`src/rtl/handshake_responder.sv`:
```
// handshake_responder
//    Four-phase req/ack responder. A request is accepted in IDLE, the FSM
//    spends a programmable number of cycles in BUSY, then raises ack with
//    rsp_data = req_data + 1. When the initiator holds req high for too long
//    after ack, the FSM moves to ERR. It leaves ERR only once req is low
//    again, so it can never lock up.
//
// Ports
//    clk       in   rising-edge clock
//    rst_n     in   asynchronous active-low reset
//    req       in   four-phase request
//    req_data  in   request payload, sampled on acceptance
//    latency   in   BUSY cycle count, sampled on acceptance
//    ack       out  acknowledge, rsp_data valid while high
//    rsp_data  out  response payload (req_data + 1, wrapping)
//    busy      out  high while in BUSY
//    err       out  high while in ERR
//    state_o   out  state encoding: IDLE=0, BUSY=1, ACK=2, ERR=3

module handshake_responder #(
   parameter int DATA_W   = 8,
   parameter int LAT_W    = 4,
   parameter int TIMEOUT  = 16,
   parameter int ERR_HOLD = 4
) (
   input  logic              clk,
   input  logic              rst_n,
   input  logic              req,
   input  logic [DATA_W-1:0] req_data,
   input  logic [LAT_W-1:0]  latency,
   output logic              ack,
   output logic [DATA_W-1:0] rsp_data,
   output logic              busy,
   output logic              err,
   output logic [1:0]        state_o
);

   localparam int TMO_W = $clog2(TIMEOUT + 1);
   localparam int ERR_W = $clog2(ERR_HOLD + 1);

   typedef enum logic [1:0] {
      S_IDLE = 2'd0,
      S_BUSY = 2'd1,
      S_ACK  = 2'd2,
      S_ERR  = 2'd3
   } state_t;

   state_t           state;
   logic [LAT_W-1:0] lat_cnt;
   logic [TMO_W-1:0] tmo_cnt;
   logic [ERR_W-1:0] err_cnt;

   // Single FSM register block. The Moore flags ack/busy/err are registered
   // alongside the state. Every transition loads them with the decode of the
   // state being entered, so they always agree with state_o.
   // tmo_cnt counts ACK cycles that have already completed with req high.
   // err_cnt counts completed ERR cycles and saturates at ERR_HOLD-1. Exit is
   // therefore possible at the end of the ERR_HOLD-th ERR cycle at the
   // earliest.
   always_ff @(posedge clk or negedge rst_n) begin
      if (!rst_n) begin
         state    <= S_IDLE;
         ack      <= 1'b0;
         busy     <= 1'b0;
         err      <= 1'b0;
         rsp_data <= '0;
         lat_cnt  <= '0;
         tmo_cnt  <= '0;
         err_cnt  <= '0;
      end else begin
         case (state)
            S_IDLE: begin
               if (req) begin
                  rsp_data <= req_data + DATA_W'(1);
                  lat_cnt  <= latency;
                  tmo_cnt  <= '0;
                  if (latency == '0) begin
                     state <= S_ACK;
                     ack   <= 1'b1;
                     busy  <= 1'b0;
                  end else begin
                     state <= S_BUSY;
                     ack   <= 1'b0;
                     busy  <= 1'b1;
                  end
                  err <= 1'b0;
               end
            end

            // An abort (req low) takes priority over completion on the last cycle.
            S_BUSY: begin
               if (!req) begin
                  state <= S_IDLE;
                  busy  <= 1'b0;
               end else if (lat_cnt == LAT_W'(1)) begin
                  state   <= S_ACK;
                  busy    <= 1'b0;
                  ack     <= 1'b1;
                  tmo_cnt <= '0;
               end else begin
                  lat_cnt <= lat_cnt - LAT_W'(1);
               end
            end

            S_ACK: begin
               if (!req) begin
                  state <= S_IDLE;
                  ack   <= 1'b0;
               end else if (tmo_cnt == TMO_W'(TIMEOUT - 1)) begin
                  state   <= S_ERR;
                  ack     <= 1'b0;
                  err     <= 1'b1;
                  err_cnt <= '0;
               end else begin
                  tmo_cnt <= tmo_cnt + TMO_W'(1);
               end
            end

            S_ERR: begin
               if (!req && (err_cnt >= ERR_W'(ERR_HOLD - 1))) begin
                  state <= S_IDLE;
                  err   <= 1'b0;
               end else if (err_cnt < ERR_W'(ERR_HOLD - 1)) begin
                  err_cnt <= err_cnt + ERR_W'(1);
               end
            end

            default: begin
               state <= S_IDLE;
               ack   <= 1'b0;
               busy  <= 1'b0;
               err   <= 1'b0;
            end
         endcase
      end
   end

   assign state_o = state;

endmodule
```
`config.mk`:
```
export PLATFORM = sky130hd
export DESIGN_NAME = handshake_responder
export DESIGN_NICKNAME = d
export VERILOG_FILES = /design/src/rtl/handshake_responder.sv
export SDC_FILE = /design/constraint.sdc
export NUM_CORES = 1
export LEC_CHECK = 0
export ABC_AREA = 1
export CAP_MARGIN = 0
export CORE_MARGIN = 8
export CORE_UTILIZATION = 45
export DETAILED_ROUTE_END_ITERATION = 10
export HOLD_SLACK_MARGIN = 0.06
export PLACE_DENSITY = 0.69
export SYNTH_ARGS = -nofsm -noshare
export SYNTH_HDL_FRONTEND = slang
export SYNTH_SLANG_ARGS = --single-unit
```
`constraint.sdc`:
```
create_clock -name clk -period 3.8 [get_ports clk]
set_clock_uncertainty 0.15 [all_clocks]
set_input_delay 0.38 -clock clk [delete_from_list [all_inputs] [get_ports clk]]
set_output_delay 0.38 -clock clk [all_outputs]
set_load 0.02 [all_outputs]
```
==> impl_results.md, run 1 <==
* Crit path DAT at 1.40 ns
* Setup TNS at 0 ns
* H-tree depth at 1
* Share of cells above drive strength 1 at 0.100
* Die ar. at 5930 µm²
* Drt drc at 0
* Final WL at 3470 µm
* Gate count after technology mapping at 230
* Die Ht at 77.0 µm
* Crit-path slowest cell: clkdlybuf4s50_1
* Register clock-pin slew on the reported worst setup and hold paths at 0.09 ns
* MaxCap Viol Count at 0
* Worst-margin pin slew at 0.402 ns
* Max-slew violations at 0
* Post-synth top area share at 0.373
* Via count at 1510
* # port buffers at 27
* HPWL after detailed placement at 2720 µm
* Clk Tree Root Cell: clkbuf_8
* CTS tree: yes
* Crit path max fanout at 6
* P_leak at 1.05 nW
* R2R depth at 8
* Syn_nets at 258
* Core area at 3630 µm²
* Pin count of the biggest net entering global routing at 26
* Status: complete, no violations
* Postcts setup bufs at 0
* FF+latch count, synth at 25
* RSZ-0062 raised after global routing: false
* Cts repair resizes at 0
* Nets at 288
* Layout Utilization at 0.561
* WL/cell at 11.3 µm
* Seq/Total Area, Yosys at 0.373
* Tcrit/Tclk final at 0.507
* Worst-case vdd ir drop at 0.354 mV
* Num Clock Sinks at 25
* First-pass GRT wire length at 6330 µm
* TritonRoute pass-1 iters at 4
* DIE WIDTH at 77.0 µm
* CP Capture Type: output port
* Critical Path RT at 3.27 ns
* Worst setup SP type: flop
* Clock Path Buffers at 2
* Antenna diodes at 0
* Slowest stage delay, CP at 0.65 ns
* PwrDens at 634 nW/µm²
* HP Class: primary input to async pin
* Clk_lat worst skew at 0.27 ns
* Yosys warning count at 0
* Drt via density at 4.92
* Initial antenna violation count at 0
* CTS Buf Count at 3
* Initial DRC count at 65
* Min cycle time layout at 1.93 ns
* Layout overhead on the synthesized area at 21.6%
* Initial Utilization at 0.461
* Netlist cell types at 27
* Avg Cell Area, Syn at 7.28 µm²
* Tot GR Track Use at 0.127
* CP bufs+invs at 1
* Antenna viol nets, final at 0
* CP Cell Sequence: clkdlybuf4s50_1
* Setup-failing EPs final at 0
* R2R setup slack at 2.00 ns
* Top Family by Delay on Critical Path: buffers and inverters
* Final hold violation count at 0
* Dominant cells by area after synthesis: dfrtp_1 37%, nand2_1 17%, ha_1 9.7%, nand3_1 6.9%, inv_1 4.9%
* I/O pin count at 28
* Max Clk Rate at 519 MHz
* Layout fillers at 378
* Setup Crit Path Kind: flop to output port
* Mapped Area at 1680 µm²
* GP Congestion at 0.777
* Vias in the first global route at 1464
* Post-CTS Hold Fix Bufs at 0
* Worst R2R End: state_o[1]
* Rel. slew slack at 0.731
* # rows at 22
* Worst R2R Start: state_o[1]
* Synth area leader: dfrtp_1
* Gr ovfl total at 0
worst max path at each step:
stage / endpoint / startpoint / cells past startpoint
final: state_o[1] / state_o[1] / 1
after global routing: state_o[1] / state_o[1] / 1
after CTS: state_o[1] / state_o[1] / 1
after detailed placement: rsp_data[3] / req / 5
after global placement: rsp_data[3] / req / 5
after floorplan: lat_cnt[1] / state_o[1] / 9
cells in the final DEF, fill, tap and decap left out, drive strengths merged:
cell,Yosys,layout
a31oi,1,1
nand3b,2,2
o21a,1,1
dfrtp,25,25
nand4,5,5
xor2,2,2
clkdlybuf4s50,0,27
inv,30,30
ha,13,13
o211ai,1,1
clkbuf,0,4
nor3,1,1
nor2,23,23
buf,3,1
nor3b,1,1
or2,1,1
nand3,23,23
a21oi,2,2
o21ai,16,16
nand2,80,80
synthesized netlist by cell type:
library cell,count
o21ai_2,1
or2_2,1
nand2_4,1
a21oi_2,1
nand3b_1,2
dfrtp_1,25
ha_1,13
nor2_1,17
nor2_4,3
nor3b_1,1
a31oi_1,1
nand4_1,5
nand3_1,23
o211ai_1,1
a21oi_1,1
nand2_1,76
o21a_1,1
o21ai_1,7
inv_2,8
buf_6,1
nor2_2,3
xor2_1,2
buf_2,2
nand2_2,3
inv_1,22
o21ai_0,8
nor3_2,1
sequential cells by signal, summed over array words and instances (netlist names):
signal and flops:
err_cnt 3, err 1, ack 1, lat_cnt 4, busy 1, rsp_data 8
state_o 2, tmo_cnt 5
through the flow:
stage	area (µm²)	hold slack [ns]	setup slack (ns)	power, mW	cells
after floorplan	1680	-0.0656	2.12	0.897	230
final	2040	0.315	1.87	1.29	307
after CTS	2040	0.323	1.87	1.31	307
after detailed placement	1990	0.309	1.81	1.14	303
after global routing	2040	0.332	1.84	1.41	307
after global placement	1990	0.308	1.86	1.14	303
where the power goes:
part           internal (mW)  switching, mW
sequential             0.361         0.0688
clock                 0.0751         0.0842
combinational          0.283          0.420
total                  0.718          0.573
logic make-up after synthesis:
family / share of synthesized area
XOR/XNOR: 0.0105
flip-flops: 0.373
adder cells (fa/ha/maj): 0.0971
AND/OR/NAND/NOR: 0.368
AO/OA/AOI/OAI: 0.0710
buffers and inverters: 0.0799
layout make-up:
type | instances | area (µm²) | share of cell area
inverters | 30 | 113 | 0.0553
flip-flops and latches | 25 | 626 | 0.307
clock buffers | 4 | 45.0 | 0.0221
multi-input cells | 172 | 916 | 0.450
repair buffers | 28 | 278 | 0.136
well taps | 48 | 60.1 | 0.0295
routing by layer:
| metal | GRT usage | vias up | part of all wire | routed length (µm) |
|---|---|---|---|---|
| li1 | - | 790 | - | - |
| met1 | 0.151 | 687 | 0.48 | 1680 |
| met2 | 0.209 | 28 | 0.45 | 1580 |
| met3 | 0.0291 | 5 | 0.041 | 142 |
| met4 | 0.0623 | 0 | 0.020 | 70 |
| met5 | 0 | - | 0 | 0 |
No activity file was read; power rests on OpenSTA's default activity.
==> run 2, diff against run 1 <==
--- a/config.mk
+++ b/config.mk
@@ -11,7 +11,7 @@
 export CORE_UTILIZATION = 45
 export DETAILED_ROUTE_END_ITERATION = 10
 export HOLD_SLACK_MARGIN = 0.06
-export PLACE_DENSITY = 0.69
+export PLACE_DENSITY = 0.72
 export SYNTH_ARGS = -nofsm -noshare
 export SYNTH_HDL_FRONTEND = slang
 export SYNTH_SLANG_ARGS = --single-unit
==> constraint.sdc (replaced) <==
create_clock -name clk -period 1.7 [get_ports clk]
set_clock_uncertainty 0.15 [all_clocks]
set_input_delay 0.17 -clock clk [delete_from_list [all_inputs] [get_ports clk]]
set_output_delay 0.17 -clock clk [all_outputs]
set_load 0.02 [all_outputs]
==> run 2 against run 1 <==
  * The flow now finishes with violations (negative setup slack)
  * Register-to-register slack lost 2.0 ns
  * Non-clock buffer count grew 11
  * Worst hold slack lost 0.21 ns
  * Sequential cell count is the same
  * Cell count grew 3.6%
  * Critical path depth grew 8
  * Setup slack lost 1.9 ns
  * Highest routed layer unchanged
==> impl_results.md, run 2 (same netlist as run 1, synthesis figures left out) <==
* Nets at 299
* TritonRoute pass-1 iters at 4
* HP Class: primary input to async pin
* Register clock-pin slew on the reported worst setup and hold paths at 0.09 ns
* Setup crit end: tmo_cnt[4]
* Initial DRC count at 71
* Gr ovfl total at 0
* Die ar. at 5930 µm²
* Clk pwr share at 0.117
* CP Cell Sequence: ha_2 > nand2_2 > nor2_2 > ha_2 > nand3b_1 > buf_4 > nor2_4 > nand2_1 > o21ai_2
* Violated checks: negative setup slack
* Setup-failing EPs final at 4
* Antenna viol nets, final at 0
* Int Power at 1.71 mW
* Initial antenna violation count at 0
* Register with the most flip-flops: rsp_data
* PwrDens at 1410 nW/µm²
* Initial Utilization at 0.461
* Final worst slack at -0.0306 ns
* Via count at 1576
* Pin count of the biggest net entering global routing at 26
* Vias in the first global route at 1591
* First-pass GRT wire length at 6690 µm
* P_leak at 1.14 nW
* Drt via density at 4.96
* Drt drc at 0
* Worst-case vdd ir drop at 0.611 mV
* Rel. slew slack at 0.778
* Sw Share at 0.442
* CTS Buf Count at 3
* Clk_lat worst skew at 0.27 ns
* Crit path max fanout at 3
* Setup Crit Path Kind: flop to flop
* Share of cells above drive strength 1 at 0.181
* GP Congestion at 0.832
* R2R depth at 9
* Crit-path slowest cell: dfrtp_1
* Largest register FFs at 8
* Worst-margin pin slew at 0.332 ns
* HPWL after detailed placement at 2790 µm
* Slowest stage delay, CP at 0.39 ns
* Worst R2R End: tmo_cnt[4]
* Min cycle time layout at 1.73 ns
* Biggest regs: rsp_data: 8 flops, tmo_cnt: 5 flops, lat_cnt: 4 flops
* R2R setup slack at -0.03 ns
* H-tree depth at 1
* Dpl ws at -0.0820 ns
* RSZ-0062 raised after global routing: true
* Final Cell Area at 2170 µm²
* Crit path depth at 9
* Worst R2R Start: tmo_cnt[0]
* CP Capture Type: flop
* Post-CTS Hold Fix Bufs at 0
* Max Clk Rate at 578 MHz
* Tot GR Track Use at 0.133
* WL/cell at 12.1 µm
* Clk Tree Root Cell: clkbuf_8
* Top Family by Delay on Critical Path: simple AND/OR/NAND/NOR gates
* Max-slew violations at 0
* Antenna diodes at 0
* Dpl cell area at 2040 µm²
* Final WL at 3850 µm
* # port buffers at 27
* Final hold violation count at 0
* CP bufs+invs at 1
* # rows at 22
* Most used cell, CP: ha_2
* Sw Pwr at 1.36 mW
* CTS tree: yes
* Tcrit/Tclk final at 1.02
* I/O pin count at 28
* Combinational share of power at 0.574
* Worst setup SP type: flop
* DIE WIDTH at 77.0 µm
* Layout overhead on the synthesized area at 29.6%
* Core area at 3630 µm²
* MaxCap Viol Count at 0
* Status: complete, but fails checks
* Clock Path Buffers at 2
* Critical Path RT at 1.76 ns
* Num Clock Sinks at 25
* Crit path DAT at 1.79 ns
* Die Ht at 77.0 µm
* Seq pwr share at 0.308
* Most common cell after layout, fill and taps aside: nand2_1
* Commonest non-fill, non-tap cells in the layout: 75 x nand2_1, 25 x dfrtp_1, 25 x clkdlybuf4s50_1, 22 x nand3_1, 20 x inv_1
* Crit path launch: tmo_cnt[0]
-- run 2: worst register-to-register path, delay by kind of cell, from the launching register on --
| kind | cells | cell delay [ns] |
|---|---|---|
| AOI/OAI and AO/OA | 1 | 0.05 |
| and+or+nand+nor | 5 | 0.50 |
| adders and majority gates | 2 | 0.38 |
| DFF | 1 | 0.39 |
| buffers and inverters | 1 | 0.19 |
-- run 2: area by class of cell --
type | count | area [µm²]
flip-flops and latches | 25 | 626
clock buffers | 3 | 41.3
repair buffers | 39 | 365
well taps | 48 | 60.1
fillers | 351 | 1460
clock inverters | 1 | 5.00
multi-input cells | 172 | 961
inverters | 30 | 113
-- run 2: worst min path at each step --
| stage | start | endpoint | slack [ns] | depth (start not counted) |
|---|---|---|---|---|
| finish | rst_n | lat_cnt[2] | 0.11 | 2 |
| global route | rst_n | err | 0.14 | 2 |
| CTS | rst_n | lat_cnt[2] | 0.12 | 2 |
| detailed placement | err_cnt[2] | err_cnt[2] | 0.31 | 2 |
| global placement | err | err | 0.31 | 2 |
| floorplan | rst_n | ack | -0.28 | 0 |
-- run 2: power by group through the flow --
stage | combinational, mW | clock [mW] | sequential [mW]
final | 1.76 | 0.359 | 0.945
after global routing | 1.96 | 0.389 | 0.973
after CTS | 1.70 | 0.375 | 0.940
after detailed placement | 1.65 | 0 | 0.953
after global placement | 1.63 | 0 | 0.952
after floorplan | 0.892 | 0 | 1.11
-- run 2: repair_timing --
item / 4_1_cts / 5_1_grt
resized for setup: 6 / 11
setup endpoints to repair: 8 / 17
setup buffers: 3 / 2
hold endpoints to repair: 0 / 0
pin swaps: 5 / 10
-- run 2: routing by layer --
| layer | track usage | up-vias | part of all wire |
|---|---|---|---|
| met1 | 0.151 | 705 | 0.45 |
| met5 | 0 | - | 0 |
| met2 | 0.231 | 45 | 0.45 |
| met4 | 0.0509 | 0 | 0.028 |
| met3 | 0.0373 | 11 | 0.063 |
| li1 | - | 815 | - |
-- run 2: metrics by stage --
stage	setup TNS (ns)	hold WS, ns	power [mW]	util	std cells
floorplan	0	-0.276	2.01	-	230
global placement	-0.0122	0.306	2.58	0.561	309
detailed placement	-0.269	0.311	2.60	0.561	309
CTS	0	0.118	3.01	0.584	316
global route	-1.13	0.141	3.32	0.597	318
finish	-0.0919	0.105	3.06	0.597	318
==> run 3, diff against run 2 <==
--- a/config.mk
+++ b/config.mk
@@ -7,11 +7,12 @@
 export LEC_CHECK = 0
 export ABC_AREA = 1
 export CAP_MARGIN = 0
-export CORE_MARGIN = 8
-export CORE_UTILIZATION = 45
+export CELL_PAD_IN_SITES_DETAIL_PLACEMENT = 0
+export CELL_PAD_IN_SITES_GLOBAL_PLACEMENT = 1
+export CORE_UTILIZATION = 41
 export DETAILED_ROUTE_END_ITERATION = 10
 export HOLD_SLACK_MARGIN = 0.06
-export PLACE_DENSITY = 0.72
+export PLACE_DENSITY_LB_ADDON = 0.1
 export SYNTH_ARGS = -nofsm -noshare
 export SYNTH_HDL_FRONTEND = slang
 export SYNTH_SLANG_ARGS = --single-unit
==> constraint.sdc (replaced) <==
create_clock -name clk -period 2.22 [get_ports clk]
set_clock_uncertainty 0.15 [all_clocks]
set_input_delay 0.222 -clock clk [delete_from_list [all_inputs] [get_ports clk]]
set_output_delay 0.222 -clock clk [all_outputs]
set_load 0.02 [all_outputs]
==> run 3 against run 2 <==
  * The run now ends clean
  * Clock power shrank 21%
  * Via count down 7.6%
  * Critical path type unchanged
  * Fmax decreased by 1.9%
==> impl_results.md, run 3 (same netlist as run 1, synthesis figures left out) <==
* Status: complete, no violations
* Int Power at 1.23 mW
* RSZ-0062 raised after global routing: false
* Die Ht at 65.9 µm
* Min cycle time layout at 1.76 ns
* R2R depth at 10
* Register with the most flip-flops: rsp_data
* I/O pin count at 28
* TritonRoute pass-1 iters at 4
* Post-CTS Hold Fix Bufs at 0
* Commonest non-fill, non-tap cells in the layout: 76 x nand2_1, 27 x clkdlybuf4s50_1, 25 x dfrtp_1, 23 x nand3_1, 22 x inv_1
* Drt drc at 0
* CP Capture Type: flop
* # rows at 22
* Die ar. at 4350 µm²
* Clk_lat worst skew at 0.28 ns
* Layout overhead on the synthesized area at 22.3%
* Worst setup SP type: flop
* Tot GR Track Use at 0.174
* Sw Share at 0.443
* Share of cells above drive strength 1 at 0.108
* Crit path max fanout at 4
* Gr ovfl total at 0
* Pin count of the biggest net entering global routing at 26
* # port buffers at 27
* Clk pwr share at 0.128
* Worst-margin pin slew at 0.455 ns
* Worst-case vdd ir drop at 0.592 mV
* Final hold violation count at 0
* PwrDens at 1080 nW/µm²
* Setup-failing EPs final at 0
* Cts repair resizes at 0
* Combinational share of power at 0.545
* Critical Path RT at 2.25 ns
* HP Class: primary input to async pin
* Core area at 3800 µm²
* Sw Pwr at 982 µW
* Num Clock Sinks at 25
* Setup TNS at 0 ns
* CTS Buf Count at 3
* Drt via density at 4.73
* Max Clk Rate at 567 MHz
* Clock Path Buffers at 2
* Initial Utilization at 0.441
* Antenna viol nets, final at 0
* DIE WIDTH at 65.9 µm
* Largest register FFs at 8
* Setup Crit Path Kind: flop to flop
* Initial DRC count at 81
* Vias in the first global route at 1370
* Nets at 289
* Final WL at 3290 µm
* H-tree depth at 1
* MaxCap Viol Count at 0
* Rel. slew slack at 0.696
* Antenna diodes at 0
* Worst R2R Start: tmo_cnt[0]
* First-pass GRT wire length at 5890 µm
* P_leak at 1.06 nW
* Initial antenna violation count at 0
* Most common cell after layout, fill and taps aside: nand2_1
* Register clock-pin slew on the reported worst setup and hold paths at 0.09 ns
* Crit path launch: tmo_cnt[0]
* Clk Tree Root Cell: clkbuf_8
* Tcrit/Tclk final at 0.795
* Postcts setup bufs at 0
* Via count at 1457
* WHS at 0.160 ns
* Biggest regs: rsp_data: 8 flops, tmo_cnt: 5 flops, lat_cnt: 4 flops
* Crit path DAT at 1.79 ns
* GP Congestion at 0.797
* Seq pwr share at 0.327
* Max-slew violations at 0
* WL/cell at 10.7 µm
* HPWL after detailed placement at 2540 µm
* CTS tree: yes
-- run 3: per-stage QoR --
step | power, mW | cell area (µm²) | setup slack (ns) | instances | utilization
6_report | 2.22 | 2050 | 0.455 | 308 | 0.539
4_1_cts | 2.24 | 2050 | 0.458 | 308 | 0.539
3_3_place_gp | 1.95 | 2000 | 0.391 | 304 | 0.526
5_1_grt | 2.42 | 2050 | 0.307 | 308 | 0.539
2_1_floorplan | 1.54 | 1680 | 0.539 | 230 | -
3_5_place_dp | 1.95 | 2000 | 0.383 | 304 | 0.526
-- run 3: power by group through the flow --
stage / combinational [mW] / clock (mW) / sequential [mW]
6_report: 1.21 / 0.284 / 0.725
5_1_grt: 1.37 / 0.309 / 0.747
4_1_cts: 1.22 / 0.297 / 0.728
3_5_place_dp: 1.21 / 0 / 0.734
3_3_place_gp: 1.22 / 0 / 0.736
2_1_floorplan: 0.683 / 0 / 0.853
-- run 3: critical path: stages, from the launching register on --
cell,delay [ns]
dfrtp_1,0.39
ha_1,0.17
nand2_1,0.06
nor2_1,0.09
ha_1,0.24
nand3b_1,0.18
nand2_1,0.08
inv_2,0.07
nand3_1,0.09
nand2_1,0.07
nand2_1,0.05
-- run 3: path summary, 6_finish.rpt --
path / endpoint / slack, ns
worst max register to register: state_o[0] / 0.46
max in group asynchronous: rsp_data[3] / 1.52
min in group clk: err / 0.33
worst min register to register: err / 0.33
worst min-delay path: state_o[0] / 0.16
worst max-delay path: state_o[0] / 0.46
-- run 3: per-layer routing --
layer	vias up	wire, µm	part of all wire	global-route usage
met3	4	131	0.040	0.0293
li1	789	-	-	-
met1	633	1710	0.52	0.246
met2	31	1420	0.43	0.270
met5	-	0	0	0
met4	0	33	0.010	0.0489
-- run 3: final cells by class --
cell class                      instances  area (µm²)
Tap cell                               48        60.1
Inverter                               30         113
Fill cell                             386        1750
Multi-Input combinational cell        172         916
Sequential cell                        25         626
Timing Repair Buffer                   29         285
Clock buffer                            3        41.3
Clock inverter                          1        7.51
